## config.mk

```make
export PLATFORM = sky130hd
export DESIGN_NAME = id_stage_flat
export DESIGN_NICKNAME = d
export VERILOG_FILES = /design/src/rtl/id_stage_if.sv /design/src/rtl/id_stage.sv /design/src/flat_wrapper.sv
export SDC_FILE = /design/constraint.sdc
export NUM_CORES = 2
export LEC_CHECK = 0
export CORE_MARGIN = 3
export CORE_UTILIZATION = 45
export CTS_CLUSTER_DIAMETER = 50
export CTS_CLUSTER_SIZE = 10
export DETAILED_ROUTE_END_ITERATION = 8
export HOLD_SLACK_MARGIN = 0.08
export PLACE_DENSITY = 0.67
export SLEW_MARGIN = 20
export SYNTH_ARGS = -nofsm -noshare
export SYNTH_HDL_FRONTEND = slang
export SYNTH_SLANG_ARGS = --single-unit
```

## constraint.sdc

```tcl
create_clock -name clk -period 44.8 [get_ports clk]
set_input_delay 6.72 -clock clk [delete_from_list [all_inputs] [get_ports clk]]
set_output_delay 6.72 -clock clk [all_outputs]
set_load 0.02 [all_outputs]
```

## src/rtl/id_stage_if.sv

```systemverilog
// Fetch/EX/WB-facing signal bundle of the decode stage.
// slave = the decode stage itself, master = whoever drives it (fetch/EX/WB or a bench).
interface id_stage_if #(parameter int PC_WIDTH = 32);
  logic [31:0]         IR_in;
  logic [PC_WIDTH-1:0] PC_in;
  logic                flush;
  logic                EX_memread;
  logic [4:0]          EX_rt;
  logic                WB_we;
  logic [4:0]          WB_addr;
  logic [31:0]         WB_data;

  logic                PC_EN;
  logic                J, JAL, JR;
  logic [PC_WIDTH-1:0] Jaddr;
  logic [31:0]         rs_data, rt_data, imm_ext;
  logic [4:0]          dest;
  logic                reg_write, mem_read, mem_write, alu_src, branch, link;
  logic [2:0]          alu_op;
  logic [PC_WIDTH-1:0] br_target;
  logic [PC_WIDTH-1:0] pc_out;

  modport slave (
    input  IR_in, PC_in, flush, EX_memread, EX_rt, WB_we, WB_addr, WB_data,
    output PC_EN, J, JAL, JR, Jaddr, rs_data, rt_data, imm_ext, dest,
           reg_write, mem_read, mem_write, alu_src, branch, link, alu_op,
           br_target, pc_out
  );

  modport master (
    output IR_in, PC_in, flush, EX_memread, EX_rt, WB_we, WB_addr, WB_data,
    input  PC_EN, J, JAL, JR, Jaddr, rs_data, rt_data, imm_ext, dest,
           reg_write, mem_read, mem_write, alu_src, branch, link, alu_op,
           br_target, pc_out
  );
endinterface

```

## src/rtl/id_stage.sv

```systemverilog
// Decode stage: IF/ID latch, 32x32 register file with write-through read,
// main decoder, ID-resolved jumps, load-use stall and ID/EX latch.
module id_stage #(
  parameter int PC_WIDTH = 32
) (
  input  logic       clk,
  input  logic       CLR,
  id_stage_if.slave  bus
);
  localparam logic [5:0] OP_R = 6'h00, OP_J = 6'h02, OP_JAL = 6'h03, OP_BEQ = 6'h04,
                         OP_ADDI = 6'h08, OP_LW = 6'h23, OP_SW = 6'h2B;
  localparam logic [5:0] F_JR = 6'h08, F_ADD = 6'h20, F_SUB = 6'h22, F_AND = 6'h24,
                         F_OR = 6'h25, F_SLT = 6'h2A;
  localparam logic [2:0] ALU_ADD = 3'b000, ALU_SUB = 3'b001, ALU_AND = 3'b010,
                         ALU_OR = 3'b011, ALU_SLT = 3'b100;

  typedef struct packed {
    logic                reg_write, mem_read, mem_write, alu_src, branch, link;
    logic [2:0]          alu_op;
    logic [4:0]          dest;
    logic [31:0]         rs_data, rt_data, imm_ext;
    logic [PC_WIDTH-1:0] br_target, pc;
  } idex_t;

  logic [31:0]         ir_q;
  logic [PC_WIDTH-1:0] pc_q;
  idex_t               idex_q, dec, idex_nxt;
  logic [31:0]         rf [32];

  logic [5:0]  op, funct;
  logic [4:0]  rs, rt, rd;
  logic [31:0] rs_val, rt_val, imm;
  logic        valid, reads_rt, is_j, is_jal, is_jr, stall, jump;

  assign op    = ir_q[31:26];
  assign rs    = ir_q[25:21];
  assign rt    = ir_q[20:16];
  assign rd    = ir_q[15:11];
  assign funct = ir_q[5:0];
  assign imm   = {{16{ir_q[15]}}, ir_q[15:0]};

  // Same-cycle WB write is forwarded so a reader never sees the stale value.
  assign rs_val = (rs == 5'd0) ? 32'd0 :
                  (bus.WB_we && bus.WB_addr == rs) ? bus.WB_data : rf[rs];
  assign rt_val = (rt == 5'd0) ? 32'd0 :
                  (bus.WB_we && bus.WB_addr == rt) ? bus.WB_data : rf[rt];

  always_comb begin
    dec      = '0;
    valid    = 1'b1;
    reads_rt = 1'b0;
    is_j     = 1'b0;
    is_jal   = 1'b0;
    is_jr    = 1'b0;
    case (op)
      OP_R: begin
        reads_rt      = 1'b1;
        dec.reg_write = 1'b1;
        dec.dest      = rd;
        case (funct)
          F_ADD:   dec.alu_op = ALU_ADD;
          F_SUB:   dec.alu_op = ALU_SUB;
          F_AND:   dec.alu_op = ALU_AND;
          F_OR:    dec.alu_op = ALU_OR;
          F_SLT:   dec.alu_op = ALU_SLT;
          F_JR:    begin is_jr = 1'b1; reads_rt = 1'b0; dec.reg_write = 1'b0; dec.dest = 5'd0; end
          default: valid = 1'b0;
        endcase
      end
      OP_ADDI: begin dec.reg_write = 1'b1; dec.alu_src = 1'b1; dec.dest = rt; end
      OP_LW:   begin dec.reg_write = 1'b1; dec.alu_src = 1'b1; dec.mem_read = 1'b1; dec.dest = rt; end
      OP_SW:   begin dec.alu_src = 1'b1; dec.mem_write = 1'b1; reads_rt = 1'b1; end
      OP_BEQ:  begin dec.branch = 1'b1; dec.alu_op = ALU_SUB; reads_rt = 1'b1; end
      OP_J:    is_j = 1'b1;
      OP_JAL:  begin is_jal = 1'b1; dec.reg_write = 1'b1; dec.link = 1'b1; dec.dest = 5'd31; end
      default: valid = 1'b0;
    endcase
    dec.rs_data   = rs_val;
    dec.rt_data   = rt_val;
    dec.imm_ext   = imm;
    dec.br_target = pc_q + PC_WIDTH'(1) + PC_WIDTH'(imm);
    dec.pc        = pc_q;
    // Undecoded encodings leave ID/EX looking exactly like a bubble.
    idex_nxt      = valid ? dec : '0;
  end

  assign stall = bus.EX_memread && (bus.EX_rt != 5'd0) &&
                 ((bus.EX_rt == rs) || ((bus.EX_rt == rt) && reads_rt));
  assign bus.PC_EN = !stall;
  assign bus.J     = is_j   && !stall && !bus.flush;
  assign bus.JAL   = is_jal && !stall && !bus.flush;
  assign bus.JR    = is_jr  && !stall && !bus.flush;
  assign jump      = bus.J || bus.JAL || bus.JR;
  assign bus.Jaddr = is_jr ? PC_WIDTH'(rs_val) : PC_WIDTH'(ir_q[25:0]);

  always_ff @(posedge clk or posedge CLR) begin
    if (CLR) begin
      for (int i = 0; i < 32; i++) rf[i] <= '0;
    end else if (bus.WB_we && bus.WB_addr != 5'd0) begin
      rf[bus.WB_addr] <= bus.WB_data;
    end
  end

  always_ff @(posedge clk or posedge CLR) begin
    if (CLR) begin
      ir_q   <= '0;
      pc_q   <= '0;
      idex_q <= '0;
    end else if (bus.flush) begin
      ir_q   <= '0;
      pc_q   <= '0;
      idex_q <= '0;
    end else if (stall) begin
      idex_q <= '0;
    end else if (jump) begin
      // The instruction fetched behind a jump is wrong-path; squash it.
      ir_q   <= '0;
      pc_q   <= '0;
      idex_q <= idex_nxt;
    end else begin
      ir_q   <= bus.IR_in;
      pc_q   <= bus.PC_in;
      idex_q <= idex_nxt;
    end
  end

  assign bus.reg_write = idex_q.reg_write;
  assign bus.mem_read  = idex_q.mem_read;
  assign bus.mem_write = idex_q.mem_write;
  assign bus.alu_src   = idex_q.alu_src;
  assign bus.branch    = idex_q.branch;
  assign bus.link      = idex_q.link;
  assign bus.alu_op    = idex_q.alu_op;
  assign bus.dest      = idex_q.dest;
  assign bus.rs_data   = idex_q.rs_data;
  assign bus.rt_data   = idex_q.rt_data;
  assign bus.imm_ext   = idex_q.imm_ext;
  assign bus.br_target = idex_q.br_target;
  assign bus.pc_out    = idex_q.pc;
endmodule

```

## src/flat_wrapper.sv

```systemverilog
// flat-port wrapper written by rule: the top's interface ports become plain ports
module id_stage_flat 
#(
  parameter int PC_WIDTH = 32
)
  (clk, CLR, bus_IR_in, bus_PC_in, bus_flush, bus_EX_memread, bus_EX_rt, bus_WB_we, bus_WB_addr, bus_WB_data, bus_PC_EN, bus_J, bus_JAL, bus_JR, bus_Jaddr, bus_rs_data, bus_rt_data, bus_imm_ext, bus_dest, bus_reg_write, bus_mem_read, bus_mem_write, bus_alu_src, bus_branch, bus_link, bus_alu_op, bus_br_target, bus_pc_out);
  id_stage_if #(.PC_WIDTH(PC_WIDTH)) bus_i ();
  input  logic clk;
  input  logic CLR;
  input wire logic [$bits(bus_i.IR_in)-1:0] bus_IR_in;
  input wire logic [$bits(bus_i.PC_in)-1:0] bus_PC_in;
  input wire logic [$bits(bus_i.flush)-1:0] bus_flush;
  input wire logic [$bits(bus_i.EX_memread)-1:0] bus_EX_memread;
  input wire logic [$bits(bus_i.EX_rt)-1:0] bus_EX_rt;
  input wire logic [$bits(bus_i.WB_we)-1:0] bus_WB_we;
  input wire logic [$bits(bus_i.WB_addr)-1:0] bus_WB_addr;
  input wire logic [$bits(bus_i.WB_data)-1:0] bus_WB_data;
  output wire logic [$bits(bus_i.PC_EN)-1:0] bus_PC_EN;
  output wire logic [$bits(bus_i.J)-1:0] bus_J;
  output wire logic [$bits(bus_i.JAL)-1:0] bus_JAL;
  output wire logic [$bits(bus_i.JR)-1:0] bus_JR;
  output wire logic [$bits(bus_i.Jaddr)-1:0] bus_Jaddr;
  output wire logic [$bits(bus_i.rs_data)-1:0] bus_rs_data;
  output wire logic [$bits(bus_i.rt_data)-1:0] bus_rt_data;
  output wire logic [$bits(bus_i.imm_ext)-1:0] bus_imm_ext;
  output wire logic [$bits(bus_i.dest)-1:0] bus_dest;
  output wire logic [$bits(bus_i.reg_write)-1:0] bus_reg_write;
  output wire logic [$bits(bus_i.mem_read)-1:0] bus_mem_read;
  output wire logic [$bits(bus_i.mem_write)-1:0] bus_mem_write;
  output wire logic [$bits(bus_i.alu_src)-1:0] bus_alu_src;
  output wire logic [$bits(bus_i.branch)-1:0] bus_branch;
  output wire logic [$bits(bus_i.link)-1:0] bus_link;
  output wire logic [$bits(bus_i.alu_op)-1:0] bus_alu_op;
  output wire logic [$bits(bus_i.br_target)-1:0] bus_br_target;
  output wire logic [$bits(bus_i.pc_out)-1:0] bus_pc_out;
  assign bus_i.IR_in = bus_IR_in;
  assign bus_i.PC_in = bus_PC_in;
  assign bus_i.flush = bus_flush;
  assign bus_i.EX_memread = bus_EX_memread;
  assign bus_i.EX_rt = bus_EX_rt;
  assign bus_i.WB_we = bus_WB_we;
  assign bus_i.WB_addr = bus_WB_addr;
  assign bus_i.WB_data = bus_WB_data;
  assign bus_PC_EN = bus_i.PC_EN;
  assign bus_J = bus_i.J;
  assign bus_JAL = bus_i.JAL;
  assign bus_JR = bus_i.JR;
  assign bus_Jaddr = bus_i.Jaddr;
  assign bus_rs_data = bus_i.rs_data;
  assign bus_rt_data = bus_i.rt_data;
  assign bus_imm_ext = bus_i.imm_ext;
  assign bus_dest = bus_i.dest;
  assign bus_reg_write = bus_i.reg_write;
  assign bus_mem_read = bus_i.mem_read;
  assign bus_mem_write = bus_i.mem_write;
  assign bus_alu_src = bus_i.alu_src;
  assign bus_branch = bus_i.branch;
  assign bus_link = bus_i.link;
  assign bus_alu_op = bus_i.alu_op;
  assign bus_br_target = bus_i.br_target;
  assign bus_pc_out = bus_i.pc_out;
  id_stage #(.PC_WIDTH(PC_WIDTH)) u_core (.clk(clk), .CLR(CLR), .bus(bus_i));
endmodule
```

==> flow_summary.toml <==
[status]
run_status = "finished clean"

[critical_path]
startpoint = "bus_WB_addr[3]"
crit_family = "buffers and inverters"
crit_path_end = "bus_Jaddr[24]"
start_kind = "input pin"
r2r_slack_ps = 39920
crit_cells = 9
crit_type = "input pin to output pin"
worstRegToRegCells = 9
cp_data_arrival_time_ps = 10930
crit_buf_inv = 3
rr_startpoint = "u_core.ir_q[16]"
worstPathMaxFanout = 32
crit_top_cell = "clkdlybuf4s50_1"
slowest_delay_ps = 810
rr_endpoint = "u_core.bus.rt_data[20]"
crit_chain = "clkdlybuf4s50_1 -> xor2_1 -> nor4_1 -> nand3_4 -> inv_1 -> nand2_1 -> a21boi_0 -> o21ai_0 -> clkdlybuf4s50_1"
crit_path_top_delay_cell = "o21ai_0"
cp.required_ps = 38080
end_kind = "output pin"

[power_and_ir_drop]
seqPwrFrac = 0.438
power.leakage_nw = 30.9
internal_power_mw = 2.43
powerDensity_nw_per_um2 = 45.1
power.total_mw = 3.33
comb_power_share = 0.194
clockPowerShare = 0.368
swShare = 0.271
netSwitchingPower_uw = 901
ir_drop_v = 0.0000403

[routing]
antenna_left = 0
drt-total-wl_um = 197000
vias = 41100
drt_iter0_markers = 4087
viasPerCell = 6.42
firstDrtPassIters = 5
avgRoutedWirePerCell_um = 30.8
drc = 0

[place]
dpl-instance-area_um2 = 68800
io_buffer_count = 320
dp_slack_ps = 27240
place_inst = 6161
hpwl_um = 112000
place_congestion = 0.873

[hold_path]
hp-class = "register to register"
hp-start = "u_core.rf[1001]"

[timing]
setup_tns_ps = 0
skew_ps = 35.5
slew-limit-headroom = 0.264
final_hold_viol_count = 0
rsz0062_at_grt = "no"
fmax_mhz = 56.7
worst_pin_slew_ps = 1100
hold_ws_ps = 395
fin_ws_ps = 27150
period_share = 0.394
setup_viol = 0
slew_viol_final = 0
fin_crit_ps = 17650

[global_routing]
grtUsageMet3 = 0.0724
first_global_vias = 42100
gr-total-overflow = 0
antenna_found_initial = 12
grt_pass1_wl_um = 291000
grt_use_total = 0.269
met1_usage = 0.383
met2_usage = 0.405
grt_start_max_net_pins = 157
grt.busiest_layer = "met2"

[synthesis]
synth_nets = 4464
yosysWarningCount = 0
synthCells = 4321
syn-mean-instance-area_um2 = 14.9
ys_ff_latch = 1246
synthArstFlopShare = 1.00
synth_cell_types = 60
synthFlopType = "dfrtp_1"
syn_area_um2 = 64200
yosysSeqAreaShare = 0.486
synth_edf_count = 0

[clocking]
cts.sinks = 1246
clock_path_buffers = 3
cts_root_buf = "clkbuf_16"
cts_tree = "built"
cts_buffers = 160
post_cts_buffers = 0
clk_latency_ps = 800
clk_pin_slew_ps = 50
ctsHoldBuffers = 0
htree_levels = 4
cts_resized = 0

[layout]
syn_to_final_growth_pct = 14.9
final_common_cell = "dfrtp_1"
fin_util = 0.525
layout_common_cells = "dfrtp_1 (1236), mux2_2 (994), mux4_2 (586)"
fin_cells = 6403
regArea_um2 = 31200
multi_input_area_um2 = 31100
final.fill_count = 11600
finalInstanceArea_um2 = 73800
drive_gt1_frac = 0.440
final_nets = 4592

[floorplan]
ios = 321
die_w_um = 384
num_rows = 137
core-area_um2 = 141000
start_util = 0.457
die_y_um = 384
dieArea_um2 = 147000

[flow_run]
max-cap-violations = 0
[registers in the layout, indices dropped and copies added, names as in the netlist, 3 cells and up]
name / cells
u_core.bus.dest: 5
u_core.bus.rt_data: 32
u_core.bus.imm_ext: 16
u_core.pc_q: 32
u_core.ir_q: 32
u_core.bus.alu_op: 3
u_core.bus.pc_out: 32
u_core.bus.br_target: 32
u_core.bus.rs_data: 32
u_core.rf: 1024
[synth_stat cells, drive strengths merged (4+ instances only)]
cell,n,area (µm²)
and2,49,307
inv,20,75.1
a21oi,67,350
mux2i,99,991
mux4,586,13200
mux2,994,11200
o211ai,6,45.0
buf,189,997
dfrtp,1246,31200
xnor2,19,166
nand3,49,245
a22oi,18,135
a21o,12,90.1
a31oi,5,31.3
and3,4,25.0
nand4,13,81.3
a21boi,4,30.0
clkbuf,278,1040
ha,31,388
a211oi,64,480
nand3b,5,37.5
nor3,15,75.1
xor2,27,236
a221oi,5,43.8
nor3b,9,67.6
o21ai,79,399
nor2,150,566
o21bai,7,52.6
nand2b,4,25.0
nand2,132,495
nor4,5,46.3
a22o,74,648
nor2b,23,144
[layer usage]
layer | vias up | share of wire
met5 | - | 0.00019
met4 | 6 | 0.029
met3 | 364 | 0.092
met2 | 1861 | 0.46
met1 | 22200 | 0.42
li1 | 16700 | -
[cell families after synthesis]
logic type,after synthesis,synth area share
flip-flops,1246,0.486
adder cells (fa/ha/maj),32,0.00635
buffers and inverters,487,0.0330
XOR/XNOR,46,0.00628
AO/OA/AOI/OAI,359,0.0385
multiplexers,1679,0.395
AND/OR/NAND/NOR,472,0.0347
[cell type report]
cell class                      count  area share
Clock inverter                     43     0.00775
Timing Repair Buffer              433      0.0551
Tap cell                         1876      0.0318
Antenna cell                        6    0.000204
Clock buffer                      191      0.0588
Sequential cell                  1246       0.423
Multi-Input combinational cell   2588       0.422
Inverter                           20     0.00119
[worst min-delay path by stage]
stage                           end  slack (ps)  depth (start not counted)
floorplan           u_core.rf[1000]         440                          1
global placement     u_core.rf[996]         380                          0
detailed placement  u_core.rf[1018]         380                          0
CTS                  u_core.rf[992]         400                          0
global route        u_core.rf[1014]         410                          0
finish              u_core.rf[1001]         390                          0
[power by group through the flow]
| stage | sequential [mW] | clock (mW) | combinational, mW |
|---|---|---|---|
| 5_1_grt | 1.48 | 1.29 | 0.690 |
| 4_1_cts | 1.45 | 1.25 | 0.647 |
| 6_report | 1.46 | 1.23 | 0.645 |
| 2_1_floorplan | 1.43 | 0 | 0.503 |
| 3_5_place_dp | 1.47 | 0 | 0.645 |
| 3_3_place_gp | 1.46 | 0 | 0.634 |
[worst register-to-register path: stages, from the launching register on]
cell and delay, ps:
dfrtp_4 760, buf_4 670, buf_4 840, buf_4 710, mux4_2 340, nor2b_1 160
a211oi_1 70, a211oi_1 310, a21oi_1 90, a211oi_1 730
Power figures use the tool's default switching activity.
